<file path="src/rtl/mmio_pkg.sv">
// Shared address map, ctrl bit positions and counter width for the MMIO responder.
package mmio_pkg;

  localparam int CNT_W = 32;

  localparam logic [31:0] MMIO_BASE   = 32'h8000_0000;
  localparam logic [31:0] OFF_CTRL    = 32'h0000_0000;
  localparam logic [31:0] OFF_RX      = 32'h0000_0004;
  localparam logic [31:0] OFF_TX      = 32'h0000_0008;
  localparam logic [31:0] OFF_CYCLE   = 32'h0000_0010;
  localparam logic [31:0] OFF_INSTR   = 32'h0000_0014;
  localparam logic [31:0] OFF_CNT_RST = 32'h0000_0018;

  localparam int CTRL_TX_SPACE = 0;
  localparam int CTRL_RX_VALID = 1;
  localparam int CTRL_TX_OVF   = 2;

endpackage

</file>
<file path="src/rtl/mmio_tx_fifo.sv">
// Circular byte FIFO for the UART TX path; the caller never pushes when full or pops when empty.
module mmio_tx_fifo #(
  parameter int WIDTH = 8,
  parameter int DEPTH = 8
) (
  input  logic             clk,
  input  logic             rst,
  input  logic             i_push,
  input  logic [WIDTH-1:0] i_wdata,
  input  logic             i_pop,
  output logic [WIDTH-1:0] o_rdata,
  output logic             o_full,
  output logic             o_empty
);

  localparam int AW = $clog2(DEPTH);

  logic [WIDTH-1:0] r_mem [DEPTH];
  logic [AW-1:0]    r_wr_ptr;
  logic [AW-1:0]    r_rd_ptr;
  logic [AW:0]      r_count;

  always_ff @(posedge clk) begin
    if (!rst) begin
      r_wr_ptr <= '0;
      r_rd_ptr <= '0;
      r_count  <= '0;
    end else begin
      if (i_push) r_wr_ptr <= r_wr_ptr + AW'(1);
      if (i_pop)  r_rd_ptr <= r_rd_ptr + AW'(1);
      case ({i_push, i_pop})
        2'b10:   r_count <= r_count + (AW+1)'(1);
        2'b01:   r_count <= r_count - (AW+1)'(1);
        default: r_count <= r_count;
      endcase
    end
  end

  // NOTE: storage is deliberately not reset; only pointers and count define validity.
  always_ff @(posedge clk) begin
    if (i_push) r_mem[r_wr_ptr] <= i_wdata;
  end

  assign o_rdata = r_mem[r_rd_ptr];
  assign o_full  = (r_count == (AW+1)'(DEPTH));
  assign o_empty = (r_count == '0);

endmodule

</file>
<file path="src/rtl/mmio_io_responder.sv">
// MMIO responder for the 0x8000_00xx window: counters, UART RX pop and TX byte path.
// Define MMIO_TX_FIFO_EN for a TX_FIFO_DEPTH-entry TX FIFO; otherwise a single holding register.
module mmio_io_responder #(
  parameter int          TX_FIFO_DEPTH = 8,
  parameter logic [31:0] MMIO_BASE     = mmio_pkg::MMIO_BASE
) (
  input  logic        clk,
  input  logic        rst,
  input  logic        req_valid,
  input  logic        req_we,
  input  logic [31:0] req_addr,
  input  logic [31:0] req_wdata,
  input  logic        inst_retire,
  output logic [31:0] resp_rdata,
  output logic        resp_hit,
  output logic [7:0]  tx_data,
  output logic        tx_valid,
  input  logic        tx_ready,
  input  logic [7:0]  rx_data,
  input  logic        rx_valid,
  output logic        rx_ready
);

  import mmio_pkg::*;

  logic             w_ld, w_st;
  logic             w_hit_ctrl, w_hit_rx, w_hit_tx, w_hit_cyc, w_hit_ins, w_hit_crst;
  logic             w_tx_space, w_tx_wr, w_tx_push, w_tx_pop, w_tx_ovf_set, w_cnt_clr;
  logic             w_hit;
  logic [31:0]      w_rdata;
  logic             w_unused;
  logic             r_tx_ovf;
  logic [CNT_W-1:0] r_cyc_cnt, r_instr_cnt;

  // Requests are ignored while reset is asserted, which also keeps rx_ready low.
  assign w_ld = rst & req_valid & ~req_we;
  assign w_st = rst & req_valid &  req_we;

  assign w_hit_ctrl = (req_addr == MMIO_BASE + OFF_CTRL);
  assign w_hit_rx   = (req_addr == MMIO_BASE + OFF_RX);
  assign w_hit_tx   = (req_addr == MMIO_BASE + OFF_TX);
  assign w_hit_cyc  = (req_addr == MMIO_BASE + OFF_CYCLE);
  assign w_hit_ins  = (req_addr == MMIO_BASE + OFF_INSTR);
  assign w_hit_crst = (req_addr == MMIO_BASE + OFF_CNT_RST);

  assign rx_ready     = w_ld & w_hit_rx & rx_valid;
  assign w_tx_wr      = w_st & w_hit_tx;
  assign w_tx_push    = w_tx_wr & w_tx_space;
  assign w_tx_ovf_set = w_tx_wr & ~w_tx_space;
  assign w_tx_pop     = rst & tx_valid & tx_ready;
  assign w_cnt_clr    = w_st & w_hit_crst;

`ifdef MMIO_TX_FIFO_EN
  logic w_full, w_empty;

  mmio_tx_fifo #(.WIDTH(8), .DEPTH(TX_FIFO_DEPTH)) u_tx_fifo (
    .clk     (clk),
    .rst     (rst),
    .i_push  (w_tx_push),
    .i_wdata (req_wdata[7:0]),
    .i_pop   (w_tx_pop),
    .o_rdata (tx_data),
    .o_full  (w_full),
    .o_empty (w_empty)
  );

  assign w_tx_space = ~w_full;
  assign tx_valid   = ~w_empty;
  assign w_unused   = ^req_wdata[31:8];
`else
  logic [7:0] r_tx_data;
  logic       r_tx_full;

  // Push requires space and pop requires a byte, so they never coincide here.
  always_ff @(posedge clk) begin
    if (!rst) begin
      r_tx_data <= '0;
      r_tx_full <= 1'b0;
    end else if (w_tx_push) begin
      r_tx_data <= req_wdata[7:0];
      r_tx_full <= 1'b1;
    end else if (w_tx_pop) begin
      r_tx_full <= 1'b0;
    end
  end

  assign tx_data    = r_tx_data;
  assign tx_valid   = r_tx_full;
  assign w_tx_space = ~r_tx_full;
  assign w_unused   = ^{req_wdata[31:8], TX_FIFO_DEPTH[0]};
`endif

  // NOTE: every always_comb output gets a default first so no latch is inferred.
  always_comb begin
    w_rdata = '0;
    w_hit   = 1'b0;
    if (w_ld) begin
      if (w_hit_ctrl) begin
        w_hit                  = 1'b1;
        w_rdata[CTRL_TX_SPACE] = w_tx_space;
        w_rdata[CTRL_RX_VALID] = rx_valid;
        w_rdata[CTRL_TX_OVF]   = r_tx_ovf;
      end else if (w_hit_rx) begin
        w_hit = 1'b1;
        if (rx_valid) w_rdata = {24'd0, rx_data};
      end else if (w_hit_cyc) begin
        w_hit   = 1'b1;
        w_rdata = r_cyc_cnt;
      end else if (w_hit_ins) begin
        w_hit   = 1'b1;
        w_rdata = r_instr_cnt;
      end
    end
  end

  always_ff @(posedge clk) begin
    if (!rst) begin
      resp_rdata  <= '0;
      resp_hit    <= 1'b0;
      r_tx_ovf    <= 1'b0;
      r_cyc_cnt   <= '0;
      r_instr_cnt <= '0;
    end else begin
      resp_hit <= w_hit;
      if (w_ld) resp_rdata <= w_rdata;
      // A same-cycle overflow beats the read-to-clear.
      if (w_tx_ovf_set)           r_tx_ovf <= 1'b1;
      else if (w_ld & w_hit_ctrl) r_tx_ovf <= 1'b0;
      if (w_cnt_clr) begin
        r_cyc_cnt   <= '0;
        r_instr_cnt <= '0;
      end else begin
        r_cyc_cnt <= r_cyc_cnt + CNT_W'(1);
        if (inst_retire) r_instr_cnt <= r_instr_cnt + CNT_W'(1);
      end
    end
  end

endmodule

</file>
<file path="config.mk">
export PLATFORM = sky130hd
export DESIGN_NAME = mmio_io_responder
export DESIGN_NICKNAME = d
export VERILOG_FILES = /design/src/rtl/mmio_pkg.sv /design/src/rtl/mmio_tx_fifo.sv /design/src/rtl/mmio_io_responder.sv
export SDC_FILE = /design/constraint.sdc
export NUM_CORES = 1
export LEC_CHECK = 0
export CAP_MARGIN = 5
export CORE_ASPECT_RATIO = 1.5
export CORE_UTILIZATION = 53
export CTS_CLUSTER_DIAMETER = 30
export CTS_CLUSTER_SIZE = 16
export DETAILED_ROUTE_END_ITERATION = 10
export PLACE_DENSITY_LB_ADDON = 0.08
export RECOVER_POWER = 50
export SLEW_MARGIN = 5
export SYNTH_ARGS = -nofsm -noshare
export SYNTH_HDL_FRONTEND = slang
export SYNTH_SLANG_ARGS = --single-unit
</file>
<file path="constraint.sdc">
create_clock -name clk -period 5.1 [get_ports clk]
set_clock_uncertainty 0.15 [all_clocks]
set_input_delay 1.02 -clock clk [delete_from_list [all_inputs] [get_ports clk]]
set_output_delay 1.02 -clock clk [all_outputs]
set_load 0.05 [all_outputs]
</file>
* After elaboration in Yosys (flattened, before gate mapping)
Index checks and enable logic that the tools add are counted.
Storage, ports and cells: bits in registers 107, logic and storage cells 48, output and inout port bits 43
Cells by class: bitwise gates (word level) 15, multiplexer cells 14, equality and inequality tests 6, reduce and logical (&&, ||, !) cells 4, add/subtract/negate cells 2
Operators with widths (number):
- equality test 32 bit (second input constant) | 6
- two-way mux 32 bit | 3
- adder 32 x 1 -> 32 bit (second input constant) | 2
- two-way mux 29 bit | 1
- bitwise AND 1 bit | 12
- two-way mux 1 bit | 8
- two-way mux 8 bit | 1
- nonzero test 2 bit | 2
- two-way mux 3 bit | 1
- inverter 1 bit | 3
- AND reduction 2 bit | 1
- OR reduction 2 bit | 1

* Logic depth before layout (Yosys ltp)
Gate-level depths: netlist of run 1.
word-level depth 5, depth in mapped cells 8, mapped depth without buffers 7

* Worst setup path before layout of run 1
OpenSTA, ideal clock, no wires.
kind input -> output, start input req_addr[5], end output rx_ready, path slack 947 ps, arrival time 2983 ps, data required time 3930 ps, buffers on the path 0, stages 5, cells stage by stage nor4_1 or3b_1 nor2_1 nand2_1 nor3_1
Between the ends: cells in the longest elaborated chain, start to end 3
RTL lines:
- start: declaration | RTL line mmio_io_responder.sv:11 | input logic [31:0] req_addr,
- equality test 32 bit | RTL line mmio_io_responder.sv:40 | assign w_hit_rx = (req_addr == MMIO_BASE + OFF_RX);
- bitwise AND 1 bit (2 in a row) | RTL line mmio_io_responder.sv:46 | assign rx_ready = w_ld & w_hit_rx & rx_valid;
- end: declaration | RTL line mmio_io_responder.sv:21 | output logic rx_ready
Every way passes these cells.

* Final worst setup path of run 1
start input req_addr[9], end output rx_ready
The elaborated chain is that of the path after synthesis.

==> results.toml, run 1 <==
[detailed_routing]
dr.pass1.iters = 4
vias = 4116
routed_wl_um = 11400
drt_iter0_drc = 179
drcViolationCount = 0
wire_per_inst_um = 15.3
drt-vias-per-instance = 5.55
ant_nets = 0

[clock_network]
clk_pin_slew_ps = 60
cts_buffers = 9
hold_buffers = 0
h-tree-depth = 3
post_cts_resized = 0
cts.sinks = 107
cts_root_buf = "clkbuf_16"
clock_latency_ps = 340
clock_path_buffers = 2
post_cts_buffers = 0
cts_tree = "done"

[finish]
antennaDiodeCount = 0
num-nets-final = 711
seqCellArea_um2 = 2140
fill_cells = 711
drive_gt1_share_pct = 5.84
multi_input_area_um2 = 2450
syn2layout_area_growth_pct = 28.4

[placed_design]
port_buffers = 97
gp_congestion = 0.758
preCtsSetupSlack_ps = 468
hpwlAfterDp_um = 7970

[synthesis]
yosysWarnings = 0
synth_fp_nets = 624
netlist-cell-type-count = 42
synth_area_um2 = 4720
syn_inst = 543
ys_seq_area_share_pct = 45.4
netlist.area_leader.share_pct = 45.4
ys_ff_latch = 107
synth.avg_cell_area_um2 = 8.68
yosysTopAreaCell = "dfxtp_1"
yosys-top-cells-area = "dfxtp_1, xor2_1, nor2_1"

[sta]
finalWorstSetupSlack_ps = 364
rsz0062_at_grt = "no"
final.setup.tns_ps = 0
worst_pin_slew_ps = 1300
fin_crit_ps = 4740
fin_crit_sh_pct = 92.9
fmax_mhz = 211
slew_headroom_pct = 13.6
setup-violations-final = 0
drv_slew = 0
finalHoldViolations = 0

[setup_path]
r2r_start = "r_cyc_cnt[3]"
end_kind = "output port"
path_max_fanout = 4
crit_start = "req_addr[9]"
worstSetupStartpointType = "input port"
path_buf_inv = 2
crit_family = "buffers and inverters"
reg2reg_to = "r_cyc_cnt[26]"
crit_required_ps = 3930
r2r_slack_ps = 2490
crit_chain = "dlygate4sd3_1, nor4_1, nand4_1, nor2_1, nand2_1, nor3_1, clkdlybuf4s50_1"
crit_path_end = "rx_ready"
max_stage_delay_ps = 840
reg2reg_depth = 5
crit_slowest_cell = "clkdlybuf4s50_1"
setup.worst_path.class = "in -> out"
arrival_ps = 3570
path_depth = 7

[floorplanning]
core-area_um2 = 8520
ioPinCount = 122
start_util_pct = 55.4
dieArea_um2 = 9290
fp-row-count = 41
die_w_um = 79.0
dieHeight_um = 118

[global_routing]
grt_max_degree = 65
grt_pass1_vias = 3982
grt-ovfl-total = 0
antenna_found_initial = 0
grt_first_pass_wirelength_um = 18500
grtUsageTotal_pct = 25.0

[run_status]
status = "finished clean"

[job]
drv_cap = 0

[pwr]
p_leak_nw = 2.26
ir_drop_v = 0.000189
power_density_nw_per_um2 = 270

[worst_hold_path]
hold_path.class = "reg -> reg"
logic make-up after synthesis:
logic type	Yosys count	synth area share [%]
xor+xnor	59	11.0
compound gates	66	7.85
fa+ha+maj	2	0.531
buf+inv	33	2.71
simple gates	248	26.5
flops	107	45.4
mux	28	6.02
worst min-delay path, delay by kind of cell (launching register included):
family           cells  cell delay, ps
flip-flops           1             320
AO/OA/AOI/OAI        1              50
AND/OR/NAND/NOR      1              40
routing by layer:
layer  wire length [um]  track usage, %
met5                  0               0
met4                139            7.84
met3                636            4.57
met2               5900            45.2
met1               4700            29.1
flip-flops by register name (all words and copies together), names as in the netlist:
register	flops
r_cyc_cnt	32
resp_hit	1
tx_data	8
resp_rdata	32
r_instr_cnt	32
tx_valid	1
r_tx_ovf	1
cell usage after synthesis (all sizes together):
master and instances:
dfxtp 107, nor2 73, nand2 63, nand3 36, xor2 36, o21ai 34
mux2i 25, clkbuf 24, nand4 23, xnor2 23, nor4 16, a21oi 15
nor3 11, and4 10, o31ai 7, inv 6, and3 5, o22ai 5
a31o 3, buf 3, mux2 3, ha 2, nor3b 2, nor4b 2
a22o 1, a31oi 1, nand4b 1, nor2b 1, nor4bb 1, or3 1
or3b 1, or4 1, or4b 1
placed cells by master, fill, tap and decap left out, drive strengths merged, types with 2 or more instances in the layout:
cell type / synthesis / final
nor3b: 2 / 2
xor2: 36 / 36
nand2: 63 / 63
a21oi: 15 / 15
nor4b: 2 / 2
inv: 6 / 6
o31ai: 7 / 7
mux2i: 25 / 25
nand4: 23 / 23
dlygate4sd3: 0 / 43
a31o: 3 / 3
o22ai: 5 / 5
nor2: 73 / 73
mux2: 3 / 3
and3: 5 / 5
ha: 2 / 2
dfxtp: 107 / 107
buf: 3 / 5
clkdlybuf4s50: 0 / 53
and4: 10 / 10
xnor2: 23 / 23
nand3: 36 / 36
nor4: 16 / 16
clkbuf: 24 / 15
nor3: 11 / 11
o21ai: 34 / 34
through the flow:
step	std cells	cell area [um2]	util [%]	power (W)	hold WS, ps
floorplan	543	4720	-	0.000904	285
global placement	726	5760	67.7	0.000958	285
detailed placement	726	5760	67.7	0.000959	291
CTS	741	6060	71.2	0.00164	307
global route	741	6050	71.1	0.00169	313
finish	741	6050	71.1	0.00163	296
power by group:
| part | internal (W) | leakage [nW] | switching [W] |
|---|---|---|---|
| Combinational | 0.0000527 | 1.25 | 0.0000424 |
| Clock | 0.000405 | 0.146 | 0.000289 |
| Sequential | 0.000839 | 0.862 | 0.00000616 |
final cells by class:
| cell class | instances | area share (%) |
|---|---|---|
| Inverter | 6 | 0.372 |
| Clock buffer | 13 | 4.30 |
| Multi-Input combinational cell | 403 | 40.6 |
| Clock inverter | 2 | 0.579 |
| Tap cell | 107 | 2.21 |
| Timing Repair Buffer | 103 | 16.6 |
| Sequential cell | 107 | 35.4 |
worst min path at each step:
stage                          end            from  cells past startpoint  slack (ps)
finish              resp_rdata[11]  resp_rdata[11]                      2         300
floorplan             r_cyc_cnt[0]    r_cyc_cnt[0]                      1         290
detailed placement   resp_rdata[3]   resp_rdata[3]                      2         290
global placement     resp_rdata[6]   resp_rdata[6]                      2         280
global route        resp_rdata[30]  resp_rdata[30]                      2         310
CTS                  resp_rdata[3]   resp_rdata[3]                      2         310
No activity file was read; power rests on OpenSTA's default activity.
==> run 2: changes to the inputs <==
--- a/config.mk
+++ b/config.mk
@@ -5,7 +5,6 @@
 export SDC_FILE = /design/constraint.sdc
 export NUM_CORES = 1
 export LEC_CHECK = 0
-export CAP_MARGIN = 5
 export CORE_ASPECT_RATIO = 1.5
 export CORE_UTILIZATION = 53
 export CTS_CLUSTER_DIAMETER = 30
==> results of run 2 <==
The final DEF is identical to that of run 1; final timing and power are the same.
